==> config.mk <==
export PLATFORM = sky130hd
export DESIGN_NAME = srl_fifo_ctrl
export DESIGN_NICKNAME = d
export VERILOG_FILES = /design/src/rtl/srl_fifo_ctrl.sv
export SDC_FILE = /design/constraint.sdc
export NUM_CORES = 1
export LEC_CHECK = 0
export BUFFER_PORTS_ARGS = -buffer_cell sky130_fd_sc_hd__clkbuf_2
export CAP_MARGIN = 20
export CORE_MARGIN = 10
export CORE_UTILIZATION = 56
export CTS_BUF_LIST = sky130_fd_sc_hd__clkbuf_8
export DETAILED_ROUTE_END_ITERATION = 6
export GPL_TIMING_DRIVEN = 0
export PLACE_DENSITY = 0.85
export SLEW_MARGIN = 20
export SYNTH_ARGS = -nofsm -noshare
export SYNTH_HDL_FRONTEND = slang
export SYNTH_SLANG_ARGS = --single-unit
==> constraint.sdc <==
create_clock -name CLK -period 7.9 [get_ports CLK]
set_input_delay 1.185 -clock CLK [delete_from_list [all_inputs] [get_ports CLK]]
set_output_delay 1.185 -clock CLK [all_outputs]
set_load 0.05 [all_outputs]
==> src/rtl/srl_fifo_ctrl.sv <==
// Control for a SRLC32E-based FIFO with a registered output stage.
// Tracks SRL occupancy, drives shift/tap/load enables and status flags.
module srl_fifo_ctrl #(
    parameter int DEPTH       = 32,
    parameter int AFULL_LEVEL = 28
) (
    input  logic       CLK,
    input  logic       RST,
    input  logic       FLUSH,
    input  logic       S_VALID,
    output logic       S_READY,
    output logic       M_VALID,
    input  logic       M_READY,
    output logic       SRL_CE,
    output logic [4:0] SRL_A,
    output logic       OREG_CE,
    output logic [5:0] COUNT,
    output logic       FULL,
    output logic       EMPTY,
    output logic       AFULL
);

    localparam logic [0:0] OUT_EMPTY = 1'b0;
    localparam logic [0:0] OUT_VALID = 1'b1;

    logic [5:0] srl_cnt_q, srl_cnt_d;
    logic [0:0] out_state_q, out_state_d;
    logic [5:0] count_q, count_d;
    logic       push;
    logic       load;
    logic       srl_nz;

    assign srl_nz  = (srl_cnt_q != 6'd0);
    assign S_READY = (srl_cnt_q < 6'(DEPTH)) && !RST && !FLUSH;
    assign push    = S_VALID && S_READY;
    assign load    = srl_nz && !RST && !FLUSH
                     && ((out_state_q == OUT_EMPTY) || M_READY);

    assign SRL_CE  = push;
    assign OREG_CE = load;
    // Tap selects the oldest entry as it sits before this edge's shift.
    assign SRL_A   = srl_nz ? 5'(srl_cnt_q - 6'd1) : 5'd0;

    assign M_VALID = (out_state_q == OUT_VALID);
    assign COUNT   = count_q;
    assign EMPTY   = (count_q == 6'd0);
    assign FULL    = (srl_cnt_q == 6'(DEPTH));
    assign AFULL   = (count_q >= 6'(AFULL_LEVEL));

    always_comb begin
        srl_cnt_d   = srl_cnt_q;
        out_state_d = out_state_q;
        unique case ({push, load})
            2'b10:   srl_cnt_d = srl_cnt_q + 6'd1;
            2'b01:   srl_cnt_d = srl_cnt_q - 6'd1;
            default: srl_cnt_d = srl_cnt_q;
        endcase
        unique case (out_state_q)
            OUT_EMPTY: if (load) out_state_d = OUT_VALID;
            OUT_VALID: if (M_READY && !load) out_state_d = OUT_EMPTY;
            default:   out_state_d = OUT_EMPTY;
        endcase
        if (RST || FLUSH) begin
            srl_cnt_d   = 6'd0;
            out_state_d = OUT_EMPTY;
        end
        count_d = srl_cnt_d + {5'd0, out_state_d};
    end

    always_ff @(posedge CLK) begin
        if (RST) begin
            srl_cnt_q   <= 6'd0;
            out_state_q <= OUT_EMPTY;
            count_q     <= 6'd0;
        end else begin
            srl_cnt_q   <= srl_cnt_d;
            out_state_q <= out_state_d;
            count_q     <= count_d;
        end
    end

endmodule

==> flow_summary_export.csv, run 1 <==
group,metric,value,unit
finish,nets,134,
setup_path,crit_fanout,10,
floorplanning,core,1320,um2
clock_network,clk_pin_slew,60,ps
logic_synthesis,synth_cell_types,33,
grt,grt_pass1_vias,753,
setup_path,worstPathArrival,2320,ps
floorplanning,pin_count,23,
pwr,ir_worst_vdd,0.0862,mV
logic_synthesis,synthTopCellsByCount,"nor2_1 (16), dfxtp_1 (13), nand2_1 (7)",
worst_hold_path,hold_class,"reg -> reg",
setup_path,critPathCaptureType,"output pin",
logic_synthesis,syn_area,798,um2
clock_network,cts_tree,"built",
route,drt.antenna.violating_nets,0,
finish,syn_to_final_growth,21.8,%
logic_synthesis,synth_area_leader_cell,"dfxtp_1",
placement,pre_cts_ws,4400,ps
route,drt_iter0_markers,14,
route,wl_per_cell,13.2,um
logic_synthesis,syn_area_per_cell,8.23,um2
setup_path,start_kind,"input port",
clock_network,cts_hold_buf,0,
logic_synthesis,syn_nets,107,
grt,grt_overflow,0,
logic_synthesis,synthCells,97,
setup_path,crit_slowest_cell,"or2_2",
route,routed_via_density,5.60,
pwr,p_int,0.107,mW
clock_network,numCtsBuffers,3,
finish,ff_latch_area,260,um2
logic_synthesis,synth-seq-cells,13,
floorplanning,dieArea,3340,um2
logic_synthesis,synth_flop_cell,"dfxtp_1",
placement,post-dp-hpwl,1500,um
timing,period_needed,3500,ps
timing,fin_setup_tns,0,ps
pwr,seqPwrFrac,44.6,%
route,firstDrtPassIters,4,
timing,rsz0062_at_grt,"no",
grt,grt_pass1_wl,3180,um
floorplanning,fp.dieW,57.8,um
finish,antenna_cells,0,
floorplanning,rows,13,
flow_run,maxCapViolCount,0,
route,vias,773,
logic_synthesis,synthTopCellsByArea,"dfxtp_1 (33%), ha_1 (7.8%), nor2_1 (7.5%)",
timing,hold_viol,0,
route,wl,1830,um
grt,grt.total_usage,11.3,%
pwr,power_switching,0.0429,mW
setup_path,worstPathRequired,6710,ps
route,drc,0,
placement,io_buffers,22,
setup_path,path_cells,"clkbuf_2, or2_2, clkbuf_1, nor2_1, clkbuf_2",
timing,fin_crit_sh,44.3,%
pwr,p_leak,0.484,nW
finish,post-route-util,73.8,%
logic_synthesis,yosysSeqAreaShare,32.6,%
clock_network,clk_path_buf_depth,2,
grt,grt_max_degree,11,
finish,multiInputGateArea,494,um2
logic_synthesis,yosysTopAreaCellShare,32.6,%
timing,skew,4.43,ps
placement,routabilityCongestion,0.866,
timing,slew_headroom,60.1,%
pwr,p_total,0.150,mW
pwr,comb_power_share,17.6,%
pwr,power_frac_clock,37.8,%
setup_path,path_buf_inv,3,
setup_path,cpPeakStageDelay,350,ps
timing,setup_slack,4400,ps
timing,finalSetupViolations,0,
logic_synthesis,synth_edf_count,0,
finish,post_layout_nonfiller_instances,138,
logic_synthesis,ys_warn_count,0,
timing,worst_slew_pin_slew,596,ps
logic_synthesis,synth-async-reset-ratio,0,%
setup_path,path_delay_family,"buffers and inverters",
timing,max_freq,285,MHz
pwr,p_sw_share,28.5,%
grt,grt_antenna_before_repair,0,
finish,n_fill_cell,107,
timing,slew_viol_final,0,
floorplanning,start_util,60.6,%
finish,drive_gt1_share,28.5,%
setup_path,worstSetupPathType,"in -> out",
clock_network,clock_sinks,13,
clock_network,root_buffer,"clkbuf_8",
clock_network,clkLatencyLatePin,240,ps
logic_synthesis,yosysMostFrequentCell,"nor2_1",
placement,dp.cells,134,
clock_network,post-cts-setup-buffers,0,
status,status,"finished, final reports clean",
clock_network,ctsResizeCount,0,
floorplanning,die_y,57.8,um
pwr,p_per_area,155,nW/um2
setup_path,crit_top_cell,"clkbuf_2",
clock_network,cts_max_level,1,
final cells by class:
class,instances,share of cell area (%)
plain buffers,4,2.57
inverters,5,1.93
multi-input cells,75,50.8
well taps,15,1.93
repair buffers,22,11.3
clock inverters,1,0.386
flip-flops and latches,13,26.8
clock buffers,3,4.25
state kept, by name (all words and copies together) (netlist names):
name,flops
COUNT,6
M_VALID,1
srl_cnt_q,6
worst paths after layout:
check,startpoint,endpoint,slack (ps),cells past startpoint
worst min register to register,srl_cnt_q[1],srl_cnt_q[1],630,2
worst max register to register,srl_cnt_q[0],COUNT[2],4900,11
worst min-delay path,srl_cnt_q[1],srl_cnt_q[1],630,2
worst max-delay path,RST,SRL_CE,4400,5
cell usage in the layout, fill, tap and decap left out, types with 2 or more instances in the layout:
cell      Yosys  final
a21oi_1       5      5
buf_2         2      2
clkbuf_2      0     22
clkbuf_8      0      3
dfxtp_1      13     13
ha_1          5      5
inv_1         5      6
nand2_1       7      7
nand2b_1      2      2
nand3_1       3      3
nor2_1       16     16
nor2b_1       2      2
nor3_1        4      4
o21ai_0       2      2
o22ai_1       2      2
or3_1         2      2
xnor2_1       4      4
xor2_1        6      6
worst min-delay path, cell delays in order (launching register included):
cell	delay (ps)
dfxtp_1	350
o211ai_1	140
a21oi_1	80
layer usage:
metal / up-vias / track usage (%) / wire (um)
met1: 353 / 11.7 / 707
met3: 4 / 3.05 / 164
met4: 0 / 6.71 / 48
met5: - / 0 / 0
met2: 32 / 19.9 / 906
li1: 384 / - / -
power by group through the flow:
stage | Combinational, mW | Sequential [mW] | Clock (mW)
4_1_cts | 0.0268 | 0.0670 | 0.0572
6_report | 0.0265 | 0.0670 | 0.0567
5_1_grt | 0.0288 | 0.0671 | 0.0593
3_5_place_dp | 0.0266 | 0.0684 | 0
3_3_place_gp | 0.0262 | 0.0684 | 0
2_1_floorplan | 0.0187 | 0.0698 | 0
through the flow:
stage	instance area (um2)	hold slack, ps
floorplan	798	562
global placement	927	612
detailed placement	927	614
CTS	972	626
global route	972	644
finish	972	627
cell families (layout without fill, tap and decap cells):
| kind of cell | after synthesis | in the layout | synth area share [%] |
|---|---|---|---|
| buf+inv | 9 | 35 | 5.49 |
| compound gates | 16 | 16 | 14.3 |
| mux | 1 | 1 | 1.88 |
| flops | 13 | 13 | 32.6 |
| xor+xnor | 10 | 10 | 11.0 |
| fa+ha+maj | 5 | 5 | 7.84 |
| simple gates | 43 | 43 | 27.0 |
No activity file was read; power rests on OpenSTA's default activity.
==> run 2: changes to the inputs <==
- CORE_UTILIZATION: 56 -> 47
- PLACE_DENSITY: 0.85 -> 0.76
- clock period: 7.9 -> 2.9 ns (I/O delays scaled with it)
==> flow_summary_export.csv, run 2 (synthesized netlist as in run 1, its figures left out) <==
group,metric,value,unit
setup_path,worstSetupPathType,"reg -> reg",
status,status,"finished, final reports clean",
setup_path,crit_slowest_cell,"or4b_1",
grt,grt-busiest-layer,"met2",
floorplanning,pin_count,23,
grt,grt.total_usage,11.1,%
setup_path,worstPathArrival,2930,ps
setup_path,path_delay_family,"simple AND/OR/NAND/NOR gates",
finish,final_common_cell,"clkbuf_2",
finish,n_fill_cell,128,
route,wl_per_cell,15.5,um
clock_network,clock_sinks,13,
setup_path,cpPeakStageDelay,430,ps
placement,dpl_cell_area,928,um2
route,drc,0,
grt,met3_usage,3.29,%
placement,post-dp-hpwl,1520,um
timing,fin_setup_tns,0,ps
timing,slew_headroom,68.2,%
pwr,p_leak,0.499,nW
worst_hold_path,hold_class,"in -> reg",
route,firstDrtPassIters,4,
grt,grt_pass1_vias,714,
timing,worst_slew_pin_slew,477,ps
grt,grt_overflow,0,
setup_path,start_kind,"register",
timing,finalSetupViolations,0,
finish,post-route-util,67.7,%
floorplanning,fp.dieW,61.2,um
clock_network,clk_pin_slew,60,ps
finish,stdcell_area,1050,um2
clock_network,cts_tree,"built",
route,wl,2200,um
finish,layout_common_cells,"clkbuf_2 (22), nor2_1 (15), dfxtp_1 (11), nand2_1 (7), xor2_1 (6)",
placement,io_buffers,22,
timing,period_needed,2750,ps
finish,nets,137,
floorplanning,rows,14,
floorplanning,start_util,51.2,%
clock_network,root_buffer,"clkbuf_8",
placement,routabilityCongestion,0.831,
finish,drive_gt1_share,38.9,%
finish,antenna_cells,0,
finish,ff_latch_area,263,um2
timing,slew_viol_final,0,
finish,syn_to_final_growth,32.1,%
setup_path,worstPathRequired,3080,ps
timing,max_freq,364,MHz
pwr,ir_worst_vdd,0.280,mV
flow_run,maxCapViolCount,0,
timing,skew,1.57,ps
grt,grt_antenna_before_repair,0,
floorplanning,dieArea,3750,um2
clock_network,cts_max_level,1,
finish,multiInputGateArea,547,um2
setup_path,critPathCaptureType,"register",
setup_path,path_cells,"inv_1, ha_1, or4b_1, buf_4, o2111ai_4, and3_4, nor3_2, ha_2, ha_1, or3_1, a21oi_1",
route,vias,812,
route,drt_iter0_markers,20,
timing,fin_crit_sh,94.7,%
clock_network,cts_hold_buf,0,
route,drt.antenna.violating_nets,0,
timing,setup_slack,154,ps
grt,grt_pass1_wl,3170,um
clock_network,clkLatencyLatePin,250,ps
setup_path,path_buf_inv,2,
floorplanning,die_y,61.2,um
clock_network,clk_path_buf_depth,2,
pwr,p_per_area,410,nW/um2
floorplanning,core,1560,um2
route,routed_via_density,5.72,
grt,use_met1,12.8,%
timing,hold_viol,0,
placement,pre_cts_ws,-51.2,ps
setup_path,crit_fanout,6,
grt,grt_max_degree,11,
setup_path,crit_top_cell,"ha_1",
clock_network,numCtsBuffers,3,
grt,grt_use_met2,18.8,%
## run 2: final timing paths
check                             startpoint           end  cells after the start  slack (ps)
worst max register to register  srl_cnt_q[1]      COUNT[2]                     11         150
worst min-delay path                     RST      COUNT[1]                      2         410
worst min register to register  srl_cnt_q[1]  srl_cnt_q[1]                      2         600
worst max-delay path            srl_cnt_q[1]      COUNT[2]                     11         150
## run 2: stage by stage
step                      instances  total power [mW]  hold WS [ps]
after floorplan                  97             0.241           504
after global placement          135             0.258           594
after detailed placement        135             0.259           605
after CTS                       139             0.423           408
after global routing            142             0.442           423
final                           142             0.432           411
## run 2: what timing repair did
| item | 4_1_cts | 5_1_grt |
|---|---|---|
| setup buffers | 0 | 3 |
| setup endpoints to repair | 1 | 8 |
| pin swaps | 0 | 2 |
| resized for setup | 1 | 14 |
## run 2: final cells by class
type                       instances  area share (%)
buffer                             4            2.61
clock buffer                       3            3.91
clock inverter                     1           0.474
inverter                           5            1.78
multi-input combinational         75            51.8
sequential                        13            24.9
tap                               16            1.90
timing repair buffer              25            12.6
## run 2: metal layers
metal	vias to the layer above	routed length [um]
met5	-	0
met4	0	46
met3	5	170
met2	33	1120
met1	383	866
li1	391	-
## run 2: power breakdown
group	internal [mW]	total (mW)	switching [mW]	leakage, nW
combinational	0.0218	0.0801	0.0583	0.368
clock	0.0952	0.169	0.0740	0.0255
sequential	0.181	0.183	0.00200	0.106
==> run 3: changes to the inputs <==
- CORE_UTILIZATION: 47 -> 52
- PLACE_DENSITY: 0.76 -> 0.8
- clock period: 2.9 -> 2.82 ns (I/O delays scaled with it)
==> flow_summary_export.csv, run 3 (synthesized netlist as in run 1, its figures left out) <==
group,metric,value,unit
status,status,"finished, final reports clean",
clock_network,clk_pin_slew,50,ps
finish,antenna_cells,0,
timing,max_freq,367,MHz
grt,grt_antenna_before_repair,0,
floorplanning,core,1470,um2
grt,grt_pass1_wl,3300,um
setup_path,cpPeakStageDelay,450,ps
floorplanning,die_y,59.2,um
route,wl,2060,um
pwr,p_per_area,400,nW/um2
flow_run,maxCapViolCount,0,
floorplanning,fp.dieW,59.2,um
clock_network,cts_max_level,1,
timing,rsz0062_at_grt,"no",
clock_network,cts_hold_buf,0,
route,routed_via_density,5.49,
route,wl_per_cell,14.6,um
clock_network,cts_tree,"built",
pwr,p_leak,0.496,nW
setup_path,critPathCaptureType,"register",
route,drt.antenna.violating_nets,0,
setup_path,path_cells,"inv_4, ha_1, or4b_4, buf_6, a211o_4, a21oi_4, nor3_2, ha_2, ha_4, or3_4, a21oi_2",
setup_path,path_buf_inv,2,
placement,io_buffers,22,
setup_path,crit_slowest_cell,"or4b_4",
timing,setup_slack,96.0,ps
pwr,ir_worst_vdd,0.283,mV
finish,n_fill_cell,117,
placement,routabilityCongestion,0.814,
timing,fin_crit_sh,96.6,%
timing,period_needed,2720,ps
setup_path,worstPathArrival,2900,ps
placement,pre_cts_ws,-200,ps
floorplanning,pin_count,23,
route,drt_iter0_markers,20,
route,vias,774,
setup_path,start_kind,"register",
clock_network,clkLatencyLatePin,240,ps
floorplanning,rows,14,
clock_network,root_buffer,"clkbuf_8",
clock_network,numCtsBuffers,3,
finish,final_common_cell,"clkbuf_2",
grt,grt_max_degree,11,
placement,post-dp-hpwl,1460,um
grt,grt_overflow,0,
clock_network,clk_path_buf_depth,2,
setup_path,worstPathRequired,3000,ps
worst_hold_path,hold_class,"in -> reg",
finish,syn_to_final_growth,34.6,%
timing,finalSetupViolations,0,
floorplanning,dieArea,3500,um2
timing,slew_viol_final,0,
setup_path,crit_fanout,8,
timing,skew,4.61,ps
finish,post-route-util,73.0,%
floorplanning,start_util,54.3,%
route,drc,0,
grt,grt_pass1_vias,747,
timing,worst_slew_pin_slew,444,ps
timing,slew_headroom,70.4,%
setup_path,path_delay_family,"simple AND/OR/NAND/NOR gates",
finish,layout_common_cells,"clkbuf_2 (22), nor2_1 (15), dfxtp_1 (11), nand2_1 (7), xor2_1 (6)",
setup_path,worstSetupPathType,"reg -> reg",
clock_network,clock_sinks,13,
finish,drive_gt1_share,40.8,%
timing,hold_viol,0,
grt,grt.total_usage,11.6,%
finish,nets,136,
route,firstDrtPassIters,4,
[run 3: cell count changes in the layout (fill, tap and decap cells not counted), sizes merged]
cell / change
inv: +1
clkinv: -1
buf: -1
[run 3: worst register-to-register path, stage by stage (launching register included)]
cell and delay (ps):
dfxtp_4 360, inv_4 70, ha_1 140, or4b_4 450
buf_6 150, a211o_4 380, a21oi_4 150, nor3_2 70
ha_2 230, ha_4 160, or3_4 360, a21oi_2 130
[run 3: path summary, 6_finish.rpt]
| path | startpoint | to | slack [ps] | cells past startpoint |
|---|---|---|---|---|
| worst max register to register | srl_cnt_q[0] | COUNT[2] | 100 | 11 |
| worst min register to register | srl_cnt_q[1] | srl_cnt_q[1] | 600 | 2 |
| worst max-delay path | srl_cnt_q[0] | COUNT[2] | 100 | 11 |
| worst min-delay path | RST | COUNT[2] | 400 | 2 |
[run 3: metrics by stage]
step | total power [mW] | TNS, ps | hold WS [ps] | cells | cell area [um2]
global placement | 0.265 | -86.4 | 590 | 135 | 928
detailed placement | 0.266 | -261 | 607 | 135 | 928
global route | 0.449 | 0 | 417 | 141 | 1070
floorplan | 0.248 | 0 | 492 | 97 | 798
CTS | 0.432 | 0 | 397 | 139 | 1020
finish | 0.430 | 0 | 403 | 141 | 1070
[run 3: metal layers]
layer | routed length (um) | vias to the layer above | GRT usage (%)
met4 | 5 | 0 | 2.95
met3 | 140 | 2 | 4.94
met1 | 812 | 360 | 12.8
li1 | - | 390 | -
met5 | 0 | - | 0
met2 | 1110 | 22 | 19.6
[run 3: power breakdown]
part	switching (mW)	internal, mW	leakage (nW)	total, mW
Combinational	0.0594	0.0222	0.363	0.0817
Sequential	0.00209	0.185	0.106	0.187
Clock	0.0646	0.0960	0.0269	0.161
[run 3: what timing repair did]
item / CTS / global route
gates resized for setup: 10 / 13
pin swaps: 1 / 4
endpoints found under the setup margin: 4 / 3
setup buffers: 0 / 2
[run 3: cell type report]
cell class              count  area (um2)  area share [%]
plain buffers               4        31.3            2.91
clock inverters             1        3.75           0.349
clock buffers               3        41.3            3.84
inverters                   5        21.3            1.98
repair buffers             24         125            11.6
well taps                  16        20.0            1.86
flip-flops and latches     13         265            24.7
multi-input cells          75         567            52.7
